==> config.mk <==
export PLATFORM = sky130hd
export DESIGN_NAME = ramp_adc_controller
export DESIGN_NICKNAME = d
export VERILOG_FILES = /design/src/rtl/ramp_adc_controller.sv
export SDC_FILE = /design/constraint.sdc
export NUM_CORES = 1
export LEC_CHECK = 0
export BUFFER_PORTS_ARGS = -buffer_cell sky130_fd_sc_hd__buf_2
export CORE_MARGIN = 8
export CORE_UTILIZATION = 27
export DETAILED_ROUTE_END_ITERATION = 16
export GPL_ROUTABILITY_DRIVEN = 0
export PLACE_DENSITY = 0.49
export SKIP_CTS_REPAIR_TIMING = 1
export SLEW_MARGIN = 10
export SYNTH_ARGS = -nofsm -noshare
export SYNTH_HDL_FRONTEND = slang
export SYNTH_SLANG_ARGS = --single-unit
==> constraint.sdc <==
create_clock -name clk -period 3.34 [get_ports clk]
set_input_delay 0.167 -clock clk [delete_from_list [all_inputs] [get_ports clk]]
set_output_delay 0.167 -clock clk [all_outputs]
set_load 0.01 [all_outputs]
==> src/rtl/ramp_adc_controller.sv <==
// Ramp ADC sequencer: steps a DAC code upward and reports the first code at which the comparator drops.
// Optional RAMP_ADC_MAJORITY_EN: each decision becomes a 2-of-3 vote over three synchronized samples.
module ramp_adc_controller #(
   parameter int WIDTH         = 8,
   parameter int SETTLE_CYCLES = 256
) (
   input  logic             clk,
   input  logic             reset,
   input  logic             start,
   input  logic             abort,
   input  logic             comparator_output,
   output logic [WIDTH-1:0] duty_cycle,
   output logic             busy,
   output logic [WIDTH-1:0] result,
   output logic             result_valid,
   output logic             overrange
);

`ifdef RAMP_ADC_MAJORITY_EN
   localparam int M = 3;
`else
   localparam int M = 1;
`endif
   localparam int CW = (SETTLE_CYCLES > 2) ? $clog2(SETTLE_CYCLES) : 1;
   localparam logic [CW-1:0]    SETTLE_LOAD = CW'(SETTLE_CYCLES - 1);
   localparam logic [1:0]       SAMPLE_LOAD = 2'(M - 1);
   localparam logic [WIDTH-1:0] FULL_SCALE  = '1;

   typedef enum logic [1:0] {IDLE, SETTLE, SAMPLE, DONE} state_t;

   state_t           state_q;
   logic [CW-1:0]    settleCnt_q;
   logic [1:0]       sampleCnt_q;
   logic [WIDTH-1:0] dutyCycle_q;
   logic [WIDTH-1:0] result_q;
   logic             busy_q;
   logic             resultValid_q;
   logic             overrange_q;
   logic             sync1_q;
   logic             sync2_q;
   logic             decision;

   // Reset to 1 so an idle comparator reads as "ramp still below input".
   always_ff @(posedge clk or posedge reset) begin
      if (reset) begin
         sync1_q <= 1'b1;
         sync2_q <= 1'b1;
      end else begin
         sync1_q <= comparator_output;
         sync2_q <= sync1_q;
      end
   end

`ifdef RAMP_ADC_MAJORITY_EN
   logic [1:0] history_q;

   always_ff @(posedge clk or posedge reset) begin
      if (reset) begin
         history_q <= 2'b11;
      end else if (state_q == SAMPLE) begin
         history_q <= {history_q[0], sync2_q};
      end
   end

   assign decision = (history_q[1] & history_q[0]) | (history_q[1] & sync2_q) | (history_q[0] & sync2_q);
`else
   assign decision = sync2_q;
`endif

   always_ff @(posedge clk or posedge reset) begin
      if (reset) begin
         state_q       <= IDLE;
         settleCnt_q   <= '0;
         sampleCnt_q   <= '0;
         dutyCycle_q   <= '0;
         result_q      <= '0;
         busy_q        <= 1'b0;
         resultValid_q <= 1'b0;
         overrange_q   <= 1'b0;
      end else begin
         resultValid_q <= 1'b0;
         if (state_q != IDLE && abort) begin
            state_q     <= IDLE;
            dutyCycle_q <= '0;
            busy_q      <= 1'b0;
         end else begin
            case (state_q)
               IDLE: begin
                  if (start && !abort) begin
                     state_q     <= SETTLE;
                     dutyCycle_q <= '0;
                     settleCnt_q <= SETTLE_LOAD;
                     overrange_q <= 1'b0;
                     busy_q      <= 1'b1;
                  end
               end
               SETTLE: begin
                  if (settleCnt_q == '0) begin
                     sampleCnt_q <= SAMPLE_LOAD;
                     state_q     <= SAMPLE;
                  end else begin
                     settleCnt_q <= settleCnt_q - 1'b1;
                  end
               end
               SAMPLE: begin
                  // Full-scale is tested before incrementing so the code never wraps.
                  if (sampleCnt_q != '0) begin
                     sampleCnt_q <= sampleCnt_q - 1'b1;
                  end else if (!decision) begin
                     result_q      <= dutyCycle_q;
                     resultValid_q <= 1'b1;
                     state_q       <= DONE;
                  end else if (dutyCycle_q == FULL_SCALE) begin
                     result_q      <= FULL_SCALE;
                     overrange_q   <= 1'b1;
                     resultValid_q <= 1'b1;
                     state_q       <= DONE;
                  end else begin
                     dutyCycle_q <= dutyCycle_q + 1'b1;
                     settleCnt_q <= SETTLE_LOAD;
                     state_q     <= SETTLE;
                  end
               end
               DONE: begin
                  state_q <= IDLE;
                  busy_q  <= 1'b0;
               end
               default: begin
                  state_q <= IDLE;
                  busy_q  <= 1'b0;
               end
            endcase
         end
      end
   end

   assign duty_cycle   = dutyCycle_q;
   assign busy         = busy_q;
   assign result       = result_q;
   assign result_valid = resultValid_q;
   assign overrange    = overrange_q;

endmodule
Word-level counts from Yosys, hierarchy flattened
Index checks and enable logic that the tools add are counted.
{ "op_classes": {"addsub": 3, "n_eq_ne": 18, "n_mux": 37, "bitwise": 2, "reduce_logical": 19} }
{ "ops": {"columns": ["cell", "count"], "rows": [
  ["8-bit two-way mux", 12],
  ["8-bit case mux with 3 select lines", 1],
  ["2-bit two-way mux", 8],
  ["2-bit inequality test (second input constant)", 8],
  ["8-bit case mux with 2 select lines", 1],
  ["3-bit inequality test (second input constant)", 5],
  ["1-bit two-way mux", 11],
  ["3-bit nonzero test", 3],
  ["8-bit by 1-bit adder with 8-bit output (second input constant)", 1],
  ["8-bit == test (second input constant)", 1],
  ["8-bit logical NOT", 1],
  ["2-bit case mux with 4 select lines", 1],
  ["4-bit AND reduction", 2],
  ["2-bit nonzero test", 4],
  ["8-bit by 1-bit subtractor with 8-bit output (second input constant)", 1],
  ["7-bit AND reduction", 1],
  ["6-bit AND reduction", 1],
  ["5-bit AND reduction", 1],
  ["2-bit == test (second input constant)", 2],
  ["1-bit case mux with 2 select lines", 2],
  ["2-bit case mux with 2 select lines", 1],
  ["3-bit AND reduction", 1],
  ["2-bit by 1-bit == test with 1-bit output (second input constant)", 1],
  ["1-bit logical AND", 2],
  ["other kinds (6)", 7]
]} }
{ "word_totals": {"reg_bits": 33, "in_bits": 5, "out_inout_bits": 19, "elab_cells": 89} }

Depth between registers and ports, before layout
{ "depth": {"depth_word": 6, "ltp_mapped": 7, "mapped_depth_nobuf": 6} }

Worst setup path after synthesis
No wires, ideal clock.
{ "synth_path": {"path_kind": "flip-flop to flip-flop", "startpoint": "reg dutyCycle_q[0] (netlist: duty_cycle[0])", "endpoint": "reg dutyCycle_q[0] (netlist: duty_cycle[0])", "setup_ns": 0.125, "arrival_time_ns": 1.533, "t_required_ns": 3.215, "setup_slack_ns": 1.682, "path_stages_with_launch": 7, "path_buffers": 1, "synth_period_minus_slack_ns": 1.658, "cell_sequence": "dfrtp_1 -> ha_1 -> and3_1 -> buf_2 -> a21oi_1 -> a21oi_1 -> mux2_2"} }
{ "synth_via": {"elab_chain_len": 6, "elab_cells_between_ends": 9, "classes_between": "add/sub (1); eq/ne (2); mux (5); reduce/logical (1)"} }
{ "synth_rtl": {"columns": ["item", "line", "source"], "rows": [
  ["start, declared", "34", "logic [WIDTH-1:0] dutyCycle_q;"],
  ["start signal, assigned", "119", "dutyCycle_q <= dutyCycle_q + 1'b1;"],
  ["8-bit by 1-bit adder with 8-bit output", "119", null],
  ["8-bit two-way mux", "113", "end else if (dutyCycle_q == FULL_SCALE) begin"],
  ["8-bit two-way mux", "109", "end else if (!decision) begin"],
  ["8-bit two-way mux", "107", "if (sampleCnt_q != '0) begin"],
  ["8-bit case mux with 2 select lines", "87", "case (state_q)"],
  ["8-bit two-way mux", "82", "if (state_q != IDLE && abort) begin"]
]} }
Parallel ways exist; a longest one is shown, timed or not. The select of a mux whose other input is x is not followed.
A chain may end at the register's enable or synchronous reset.

Final worst setup path
{ "layout_path": {"startpoint": "reg sampleCnt_q[0]", "endpoint": "reg settleCnt_q[7]"} }
{ "layout_via": {"elab_chain_len": 3} }
{ "layout_rtl": {"columns": ["item", "line", "source"], "rows": [
  ["start, declared", "33", "logic [1:0] sampleCnt_q;"],
  ["start signal, assigned", "108", "sampleCnt_q <= sampleCnt_q - 1'b1;"],
  ["2-bit nonzero test", "107", null],
  ["2-bit inequality test (no line)", null, null],
  ["7-bit AND reduction (no line)", null, null],
  ["end signal, assigned", "102", "settleCnt_q <= settleCnt_q - 1'b1;"],
  ["end, declared", "32", "logic [CW-1:0] settleCnt_q;"]
]} }
Every way passes these cells.

==> flow_summary.toml <==
[outcome]
status = "finished clean"

[routing]
drcViolationCount = 0
antenna_left = 0
first_pass_iters = 4
wire_per_inst_um = 15.3
route.vias.total = 1529
viasPerCell = 5.11
drt_iter0_drc = 78
drt-total-wl_mm = 4.58

[logic_synthesis]
syn_inst = 193
synth_edf_count = 0
syn_avg_cell_area_um2 = 9.51
yosysTopAreaCell = "dfrtp_1"
synth_warnings = 0
ys_top_cells_by_count = "dfrtp_1, inv_1, a21oi_1"
synth_top_area_share_pct = 42.3
synthTopCellsByArea = "dfrtp_1, a21oi_1, inv_1"
post_synth_num_cell_types = 54
synth_flop_cell = "dfrtp_1"
post-synth-top-count-cell = "dfrtp_1"
synthesis.nets = 202
ys_ff_latch = 33
ys_seq_area_share_pct = 45.1
asyncSetResetFlopFracSynth_pct = 100
syn_area_um2 = 1840

[sta]
skew_ns = 0.00918
hold_violations = 0
fmax_ghz = 0.504
worst_slew_pin_slew_ns = 0.522
final-max-slew-violation-count = 0
rsz0062_at_grt = "false"
finalSetupViolations = 0
fin_setup_tns_ns = 0
maxSlewHeadroom_pct = 65.2
min_period_ns = 1.98
fin_crit_sh_pct = 59.4
setup_slack_ns = 1.36

[clock_tree]
htreeDepth = 2
clk_latency_ns = 0.29
cts_tree = "built"
cts_buffer_depth = 2
clk_pin_slew_ns = 0.07
cts_sinks = 33
cts_buffers = 5
cts_root_buf = "clkbuf_8"

[setup_path]
path_max_fanout = 10
path_delay_family = "compound AO/OA/AOI/OAI gates"
worstPathCellList = "inv_1, ha_1, nand3_1, a31oi_1, and2_1, o221a_2"
worst_path_largest_cell_delay_ns = 0.43
crit_arrival_ns = 2.21
required_ns = 3.57
path_buf_inv = 1
setup.reg_to_reg.worst_slack_ns = 1.36
cpMaxStageDelayCell = "ha_1"
end_kind = "flop"
startpoint_type = "flop"
crit_type = "reg -> reg"

[place]
dp_hpwl_mm = 3.28
place_ws_ns = 1.36
dp.cells = 289
portBuffers = 23

[die]
die_w_um = 98.5
start_util_pct = 27.5
rows = 30
die_area_um2 = 9690
die_height_um = 98.5
core_um2 = 6680
ioPinCount = 24

[pwr]
peakVddDrop_mv = 0.114
p_total_mw = 0.920
p_per_area_nw_per_um2 = 430
p_leak_nw = 0.965

[grt]
antenna_found_initial = 0
gr-total-overflow = 0
grt_start_max_net_pins = 34
grt_use_total_pct = 9.96
grt_pass1_wl_mm = 7.82
first_global_vias = 1488

[cells_and_area]
fin_util_pct = 32.1
stdcell_count = 299
area_growth_pct = 16.7
fin_nets = 227
drive_gt1_share_pct = 21.0
num_antenna_cells = 0

[hold_path]
hold_class = "in -> reg"

[flow_run]
max-cap-violations = 0
-- final cells by class --
| type | instances | area [um^2] |
|---|---|---|
| fillers | 702 | 4540 |
| multi-input cells | 133 | 898 |
| clock inverters | 1 | 5.00 |
| inverters | 19 | 71.3 |
| flip-flops and latches | 33 | 828 |
| repair buffers | 26 | 143 |
| well taps | 80 | 100 |
| clock buffers | 7 | 96.3 |
-- final timing paths --
| check | startpoint | to | cells after the start |
|---|---|---|---|
| min in group asynchronous | reset | result[1]$_DFFE_PP0P_ | 4 |
| setup / recovery | sampleCnt_q[0]$_DFFE_PP0P_ | settleCnt_q[7]$_DFFE_PP0P_ | 6 |
| max in group asynchronous | reset | sync1_q$_DFF_PP1_ | 4 |
| setup reg to reg | sampleCnt_q[0]$_DFFE_PP0P_ | settleCnt_q[7]$_DFFE_PP0P_ | 6 |
| hold reg to reg | sync1_q$_DFF_PP1_ | decision$_DFF_PP1_ | 0 |
| hold / removal | abort | state_q[1]$_DFFE_PP0P_ | 2 |
-- state kept, by name, indices dropped and copies added (netlist names) --
name	flops
overrange	1
state_q	2
result	8
busy	1
sync1_q	1
sampleCnt_q	2
result_valid	1
settleCnt_q	8
decision	1
duty_cycle	8
-- kinds of logic (layout without fill, tap and decap cells) --
| logic type | after synthesis | after routing | synth area share (%) |
|---|---|---|---|
| AOI/OAI and AO/OA | 54 | 54 | 20.8 |
| adders and majority gates | 4 | 4 | 2.73 |
| and+or+nand+nor | 70 | 70 | 22.7 |
| muxes | 4 | 4 | 2.25 |
| xor gates and xnor gates | 1 | 1 | 0.477 |
| DFF | 33 | 33 | 45.1 |
| buffers and inverters | 27 | 53 | 5.93 |
-- through the flow --
| stage | hold WS (ns) | instance area (um^2) |
|---|---|---|
| 3_3_place_gp | 0.274 | 2020 |
| 3_5_place_dp | 0.274 | 2020 |
| 2_1_floorplan | 0.171 | 1840 |
| 4_1_cts | -0.0320 | 2120 |
| 5_1_grt | 0.243 | 2140 |
| 6_report | 0.225 | 2140 |
-- placed cells by master (no fill, tap or decap), types with 3 or more instances in the layout --
master / instances
nand2b_1: 5
nor2_1: 13
o21ai_0: 7
clkbuf_8: 7
o211a_1: 3
nand4_1: 7
ha_1: 4
inv_1: 18
a21oi_1: 15
dfrtp_1: 31
and3_1: 4
a31oi_1: 6
nand3_1: 5
nand2_1: 9
buf_2: 23
a21o_1: 3
mux2i_1: 3
nor3_1: 11
a211o_1: 3
-- power by group --
group,switching [mW],total (mW),internal (mW)
logic,0.0573,0.102,0.0445
clock network,0.151,0.338,0.186
registers,0.0488,0.481,0.432
total,0.258,0.920,0.663
-- worst register-to-register path, cell delays in order (launching register included) --
cell and delay [ns]:
dfrtp_1 0.40, inv_1 0.06, ha_1 0.43, nand3_1 0.13, a31oi_1 0.37, and2_1 0.33, o221a_2 0.22
-- metal layers --
layer  up-vias  wire length [um]  share of wire (%)  GRT usage [%]
met1       735              2280                 50           13.2
met5         -                 0                  0              0
met4         0                83                1.8           4.25
met2        32              2030                 44           14.8
li1        755                 -                  -              -
met3         7               188                4.1           2.68
No activity file was read; power rests on OpenSTA's default activity.
